## config.mk

```make
export PLATFORM = sky130hd
export DESIGN_NAME = mem_wb_stage
export DESIGN_NICKNAME = d
export VERILOG_FILES = /design/src/rtl/riscv_defs_pkg.sv /design/src/rtl/load_extend.sv /design/src/rtl/mem_wb_stage.sv
export SDC_FILE = /design/constraint.sdc
export NUM_CORES = 1
export LEC_CHECK = 0
export BUFFER_PORTS_ARGS = -buffer_cell sky130_fd_sc_hd__clkbuf_2
export CORE_MARGIN = 1.5
export CORE_UTILIZATION = 45
export DETAILED_ROUTE_END_ITERATION = 10
export GPL_TIMING_DRIVEN = 0
export PLACE_DENSITY = 0.74
export SLEW_MARGIN = 0
export SYNTH_ARGS = -nofsm -noshare
export SYNTH_HDL_FRONTEND = slang
export SYNTH_HIERARCHICAL = 1
export SYNTH_SLANG_ARGS = --single-unit
```

## constraint.sdc

```tcl
create_clock -name clk -period 4 [get_ports clk]
set_clock_uncertainty 0.05 [all_clocks]
set_input_delay 0.4 -clock clk [delete_from_list [all_inputs] [get_ports clk]]
set_output_delay 0.4 -clock clk [all_outputs]
set_load 0.02 [all_outputs]
```

## src/rtl/riscv_defs_pkg.sv

```systemverilog
// rtl/riscv_defs_pkg.sv - shared RV32I pipeline encodings
//
// Purpose: encodings shared by every pipeline stage. These are the
//          write-back result source select and the load funct3 codes.
// Ports:   none (package).
package riscv_defs_pkg;

   typedef enum logic [1:0] {
      RES_ALU  = 2'b00,
      RES_LOAD = 2'b01,
      RES_PC4  = 2'b10,
      RES_RSVD = 2'b11
   } result_src_t;

   localparam logic [2:0] F3_LB  = 3'b000;
   localparam logic [2:0] F3_LH  = 3'b001;
   localparam logic [2:0] F3_LW  = 3'b010;
   localparam logic [2:0] F3_LBU = 3'b100;
   localparam logic [2:0] F3_LHU = 3'b101;

endpackage

```

## src/rtl/load_extend.sv

```systemverilog
// rtl/load_extend.sv - load data byte/halfword extraction and extension
//
// Purpose: selects the addressed byte, halfword or word from the raw memory
//          word and sign- or zero-extends it.
//          Illegal funct3 codes flag err and return zero data.
// Ports:   funct3 in  3  load size/sign encoding
//          off    in  2  byte offset within the word
//          word   in 32  raw aligned memory word
//          data   out 32 extended load data
//          err    out 1  funct3 is not a legal load encoding
module load_extend
   import riscv_defs_pkg::*;
(
   input  logic [2:0]  funct3,
   input  logic [1:0]  off,
   input  logic [31:0] word,
   output logic [31:0] data,
   output logic        err
);

   logic [7:0]  byte_sel;
   logic [15:0] half_sel;

   always_comb begin
      byte_sel = word[7:0];
      case (off)
         2'd0: byte_sel = word[7:0];
         2'd1: byte_sel = word[15:8];
         2'd2: byte_sel = word[23:16];
         2'd3: byte_sel = word[31:24];
         default: byte_sel = word[7:0];
      endcase
      // Halfword loads ignore off[0].
      half_sel = off[1] ? word[31:16] : word[15:0];
   end

   always_comb begin
      data = '0;
      err  = 1'b0;
      case (funct3)
         F3_LB:   data = {{24{byte_sel[7]}}, byte_sel};
         F3_LBU:  data = {24'd0, byte_sel};
         F3_LH:   data = {{16{half_sel[15]}}, half_sel};
         F3_LHU:  data = {16'd0, half_sel};
         F3_LW:   data = word;
         default: err  = 1'b1;
      endcase
   end

endmodule

```

## src/rtl/mem_wb_stage.sv

```systemverilog
// rtl/mem_wb_stage.sv - RV32I MEM/WB pipeline register and write-back
//
// Purpose: MEM/WB pipeline register, load extraction, write-back mux,
//          register file write port, optional W-to-D bypass and a
//          retired-instruction counter.
//          Optional feature macro: WB_BYPASS_EN. When it is defined, decode
//          operands are forwarded from the write-back value.
// Ports:   clk, rst (sync, active-high); stall_W, flush_W
//          M inputs: valid_M, RegWrite_M, ResultSrc_M, funct3_M, ALUResult_M,
//                    ReadData_M, PCPlus4_M, Rd_M
//          decode: A1_D, A2_D, RD1_rf, RD2_rf -> RD1_D, RD2_D
//          write port: WE_reg, A3, WD_reg
//          status: valid_W, load_err, instret
module mem_wb_stage
   import riscv_defs_pkg::*;
#(
   parameter int XLEN = 32
) (
   input  logic            clk,
   input  logic            rst,
   input  logic            stall_W,
   input  logic            flush_W,
   input  logic            valid_M,
   input  logic            RegWrite_M,
   input  logic [1:0]      ResultSrc_M,
   input  logic [2:0]      funct3_M,
   input  logic [XLEN-1:0] ALUResult_M,
   input  logic [XLEN-1:0] ReadData_M,
   input  logic [XLEN-1:0] PCPlus4_M,
   input  logic [4:0]      Rd_M,
   input  logic [4:0]      A1_D,
   input  logic [4:0]      A2_D,
   input  logic [XLEN-1:0] RD1_rf,
   input  logic [XLEN-1:0] RD2_rf,
   output logic            WE_reg,
   output logic [4:0]      A3,
   output logic [XLEN-1:0] WD_reg,
   output logic            valid_W,
   output logic            load_err,
   output logic [XLEN-1:0] RD1_D,
   output logic [XLEN-1:0] RD2_D,
   output logic [63:0]     instret
);

   logic            RegWrite_W;
   logic [1:0]      ResultSrc_W;
   logic [2:0]      funct3_W;
   logic [XLEN-1:0] ALUResult_W;
   logic [XLEN-1:0] ReadData_W;
   logic [XLEN-1:0] PCPlus4_W;
   logic [4:0]      Rd_W;
   logic [XLEN-1:0] load_data;
   logic            ext_err;

   // Flush only kills valid; the other fields are don't-care once invalid.
   always_ff @(posedge clk) begin
      if (rst) begin
         valid_W     <= 1'b0;
         RegWrite_W  <= 1'b0;
         ResultSrc_W <= 2'b00;
         funct3_W    <= 3'b000;
         ALUResult_W <= '0;
         ReadData_W  <= '0;
         PCPlus4_W   <= '0;
         Rd_W        <= 5'd0;
      end else if (flush_W) begin
         valid_W <= 1'b0;
      end else if (!stall_W) begin
         valid_W     <= valid_M;
         RegWrite_W  <= RegWrite_M;
         ResultSrc_W <= ResultSrc_M;
         funct3_W    <= funct3_M;
         ALUResult_W <= ALUResult_M;
         ReadData_W  <= ReadData_M;
         PCPlus4_W   <= PCPlus4_M;
         Rd_W        <= Rd_M;
      end
   end

   // The W instruction retires at the first unstalled edge. A flush at that
   // edge only replaces what follows it, so the instruction is still counted.
   always_ff @(posedge clk) begin
      if (rst)
         instret <= 64'd0;
      else if (valid_W && !stall_W)
         instret <= instret + 64'd1;
   end

   load_extend u_load_extend (
      .funct3 (funct3_W),
      .off    (ALUResult_W[1:0]),
      .word   (ReadData_W),
      .data   (load_data),
      .err    (ext_err)
   );

   assign load_err = valid_W && (ResultSrc_W == RES_LOAD) && ext_err;

   always_comb begin
      WD_reg = '0;
      case (ResultSrc_W)
         RES_ALU:  WD_reg = ALUResult_W;
         RES_LOAD: WD_reg = load_data;
         RES_PC4:  WD_reg = PCPlus4_W;
         default:  WD_reg = '0;
      endcase
   end

   assign A3     = Rd_W;
   assign WE_reg = valid_W && RegWrite_W && (Rd_W != 5'd0) && !load_err;

`ifdef WB_BYPASS_EN
   // WE_reg already excludes x0, so x0 reads are never forwarded.
   assign RD1_D = (WE_reg && (A1_D == A3)) ? WD_reg : RD1_rf;
   assign RD2_D = (WE_reg && (A2_D == A3)) ? WD_reg : RD2_rf;
`else
   wire unused_bypass = ^{A1_D, A2_D};
   assign RD1_D = RD1_rf;
   assign RD2_D = RD2_rf;
`endif

endmodule
```

==> impl_metrics.toml <==
[setup_path]
worst_setup_path_start_kind = "flop"
critPathBufInv = 2
end_kind = "primary output"
cp_top_family = "compound AO/OA/AOI/OAI gates"
cp.arrival_ps = 2860
crit_path_cell_trace = "buf_2 > o21ai_1 > nand2_1 > a222oi_1 > mux2i_1 > o21ai_0 > clkbuf_2"
max_stage_delay_ps = 580
regToRegSetupSlack_ps = 1470
cp_max_fo = 10
worstSetupPathType = "flop to primary output"
worst_path_max_delay_cell = "o21ai_1"
crit_required_ps = 3550

[sta]
rsz0062_at_grt = "no"
maxSlewViolCount = 0
worst_slew_pin_slew_ps = 1040
post-route-min-period_ps = 3310
relSlewSlack_pct = 30.1
max_freq_mhz = 303
hold_viol_final = 0
setup_tns_ps = 0
finalSetupViolCount = 0
fin_crit_sh_pct = 82.6

[clock_network]
cts_tree = "built"
cts_inserted_buffers = 17
clkSlewWorstSetupHoldPaths_ps = 70
root_buffer = "clkbuf_16"
hold_buffers = 0
clk_path_buf_depth = 2
cts.repair.resized = 0
worstSkewPairLatency_ps = 430
cts.htree.levels = 4
post-cts-setup-buffers = 0
clock-sinks = 172

[floorplan]
die_x_um = 145
die_area_um2 = 21000
floorplan.initialDensity_pct = 46.2
num_rows = 51
coreArea_um2 = 19700
boundaryPins = 354
dieHeight_um = 145

[status]
status = "finished clean"

[logic_synthesis]
ys_async_sr_fraction_pct = 0
ys_seq_elements = 172
ys_seq_area_share_pct = 37.9
yosys.area.top_type = "dfxtp_1"
synth.distinct_cells = 53
synth_fp_nets = 1344
synth_area_leaders = "dfxtp_1, nand2_1, a21oi_1, buf_4, mux2i_1"
synthCells = 1157
synth_edf_count = 0
synth_ff_type = "dfxtp_1"
syn-cell-area_um2 = 9080
syn_area_per_cell_um2 = 7.85
yosysWarnings = 6
synth_top_area_share_pct = 37.9

[drt]
wirelength_um = 29300
drtPass1Iterations = 7
ant_nets = 0
vias = 9298
wire_per_inst_um = 16.9
remaining_drc_errors = 0
vias_per_cell = 5.37
dr.first_iter.drc_count = 656

[grt]
grt_pass1_wl_um = 45200
grtUsageMet3_pct = 6.76
gr-usage-met2_pct = 45.6
antenna_found_initial = 2
use_met1_pct = 33.7
grt_overflow = 0
grt_busiest_layer = "met2"
track_usage_pct = 27.1
grt_pass1_vias = 8538
grt_max_degree = 17

[power_and_ir_drop]
leakage_nw = 4.56
ir_drop_mv = 0.253
powerDensity_nw_per_um2 = 354

[placed_design]
io_buffers = 278
dp_hpwl_um = 22400
place_inst = 1700
gp_congestion = 0.893

[layout]
finish.net_count = 1641
instances_no_fill = 1732
fin_util_pct = 58.0
drive_gt1_share_pct = 29.2
layout-area-overhead-vs-synth_pct = 25.5
antenna_cells = 0

[job]
maxCapViolCount = 0

[hold_path]
hp-class = "primary input to flop"
==> metrics by stage <==
step	hold WS, ps	setup slack, ps	power (mW)	cell area (um^2)
6_report	107	694	4.03	11400
5_1_grt	94.8	606	4.17	11400
4_1_cts	95.1	792	4.05	11400
3_5_place_dp	397	1250	2.38	10800
3_3_place_gp	391	1250	2.37	10800
2_1_floorplan	383	1780	2.17	9080
==> cell type report <==
class                      instances  area (um^2)
timing repair buffer             278         1390
sequential                       172         3440
buffer                           147          875
multi-input combinational        830         4730
clock buffer                      19          433
fill                            1887         8260
tap                              265          332
inverter                           8         30.0
clock inverter                    13          156
==> cell families (layout without fill, tap and decap cells) <==
group / Yosys count / in the layout / share of synthesized area (%)
compound gates: 255 / 255 / 16.9
buf+inv: 155 / 465 / 9.97
mux: 55 / 55 / 6.30
fa+ha+maj: 1 / 1 / 0.138
flops: 172 / 172 / 37.9
xor+xnor: 36 / 36 / 3.47
simple gates: 483 / 483 / 25.3
==> routing by layer <==
metal / part of all wire (%) / vias up
li1: - / 4579
met4: 3.1 / 4
met1: 41 / 4259
met3: 7.8 / 64
met2: 48 / 392
met5: 0.085 / -
==> sequential cells by signal, indices dropped and copies added, names as in the netlist <==
register     cells
instret         64
ResultSrc_W      2
funct3_W         3
PCPlus4_W       32
ReadData_W      32
A3               5
valid_W          1
ALUResult_W     32
RegWrite_W       1
==> Yosys cell counts (all sizes together), types with 7 or more instances <==
cell    number
nand2      275
dfxtp      172
a21oi      130
buf         94
o21ai       60
clkbuf      53
nor2        50
mux2i       41
nand4       31
a22oi       25
xnor2       22
nand3       20
or3         19
a211oi      17
nor3        16
nor4        15
mux2        14
xor2        14
nor2b        9
or4          9
and4         8
a222oi       7
and3         7
inv          7
o221ai       7
o31ai        7
or4bb        7
==> worst paths after layout <==
path                        start              end  cells after the start
setup / recovery      funct3_W[0]        WD_reg[2]                      7
hold / removal            flush_W          valid_W                      2
setup reg to reg       instret[0]      instret[58]                      7
hold reg to reg   ALUResult_W[22]  ALUResult_W[22]                      2
==> placed cells by master, fill, tap and decap left out, drive strengths merged, types with 22 or more instances in the layout <==
master | synthesis | routed
clkbuf | 53 | 350
nand2 | 275 | 275
dfxtp | 172 | 172
a21oi | 130 | 130
buf | 94 | 94
o21ai | 60 | 60
nor2 | 50 | 50
mux2i | 41 | 41
nand4 | 31 | 31
a22oi | 25 | 25
xnor2 | 22 | 22
==> report_power, final <==
group / switching [mW] / internal, mW / total (mW)
clock network: 0.744 / 0.938 / 1.68
logic: 0.321 / 0.217 / 0.538
registers: 0.0447 / 1.76 / 1.81
(Power assumes the default switching activity.)
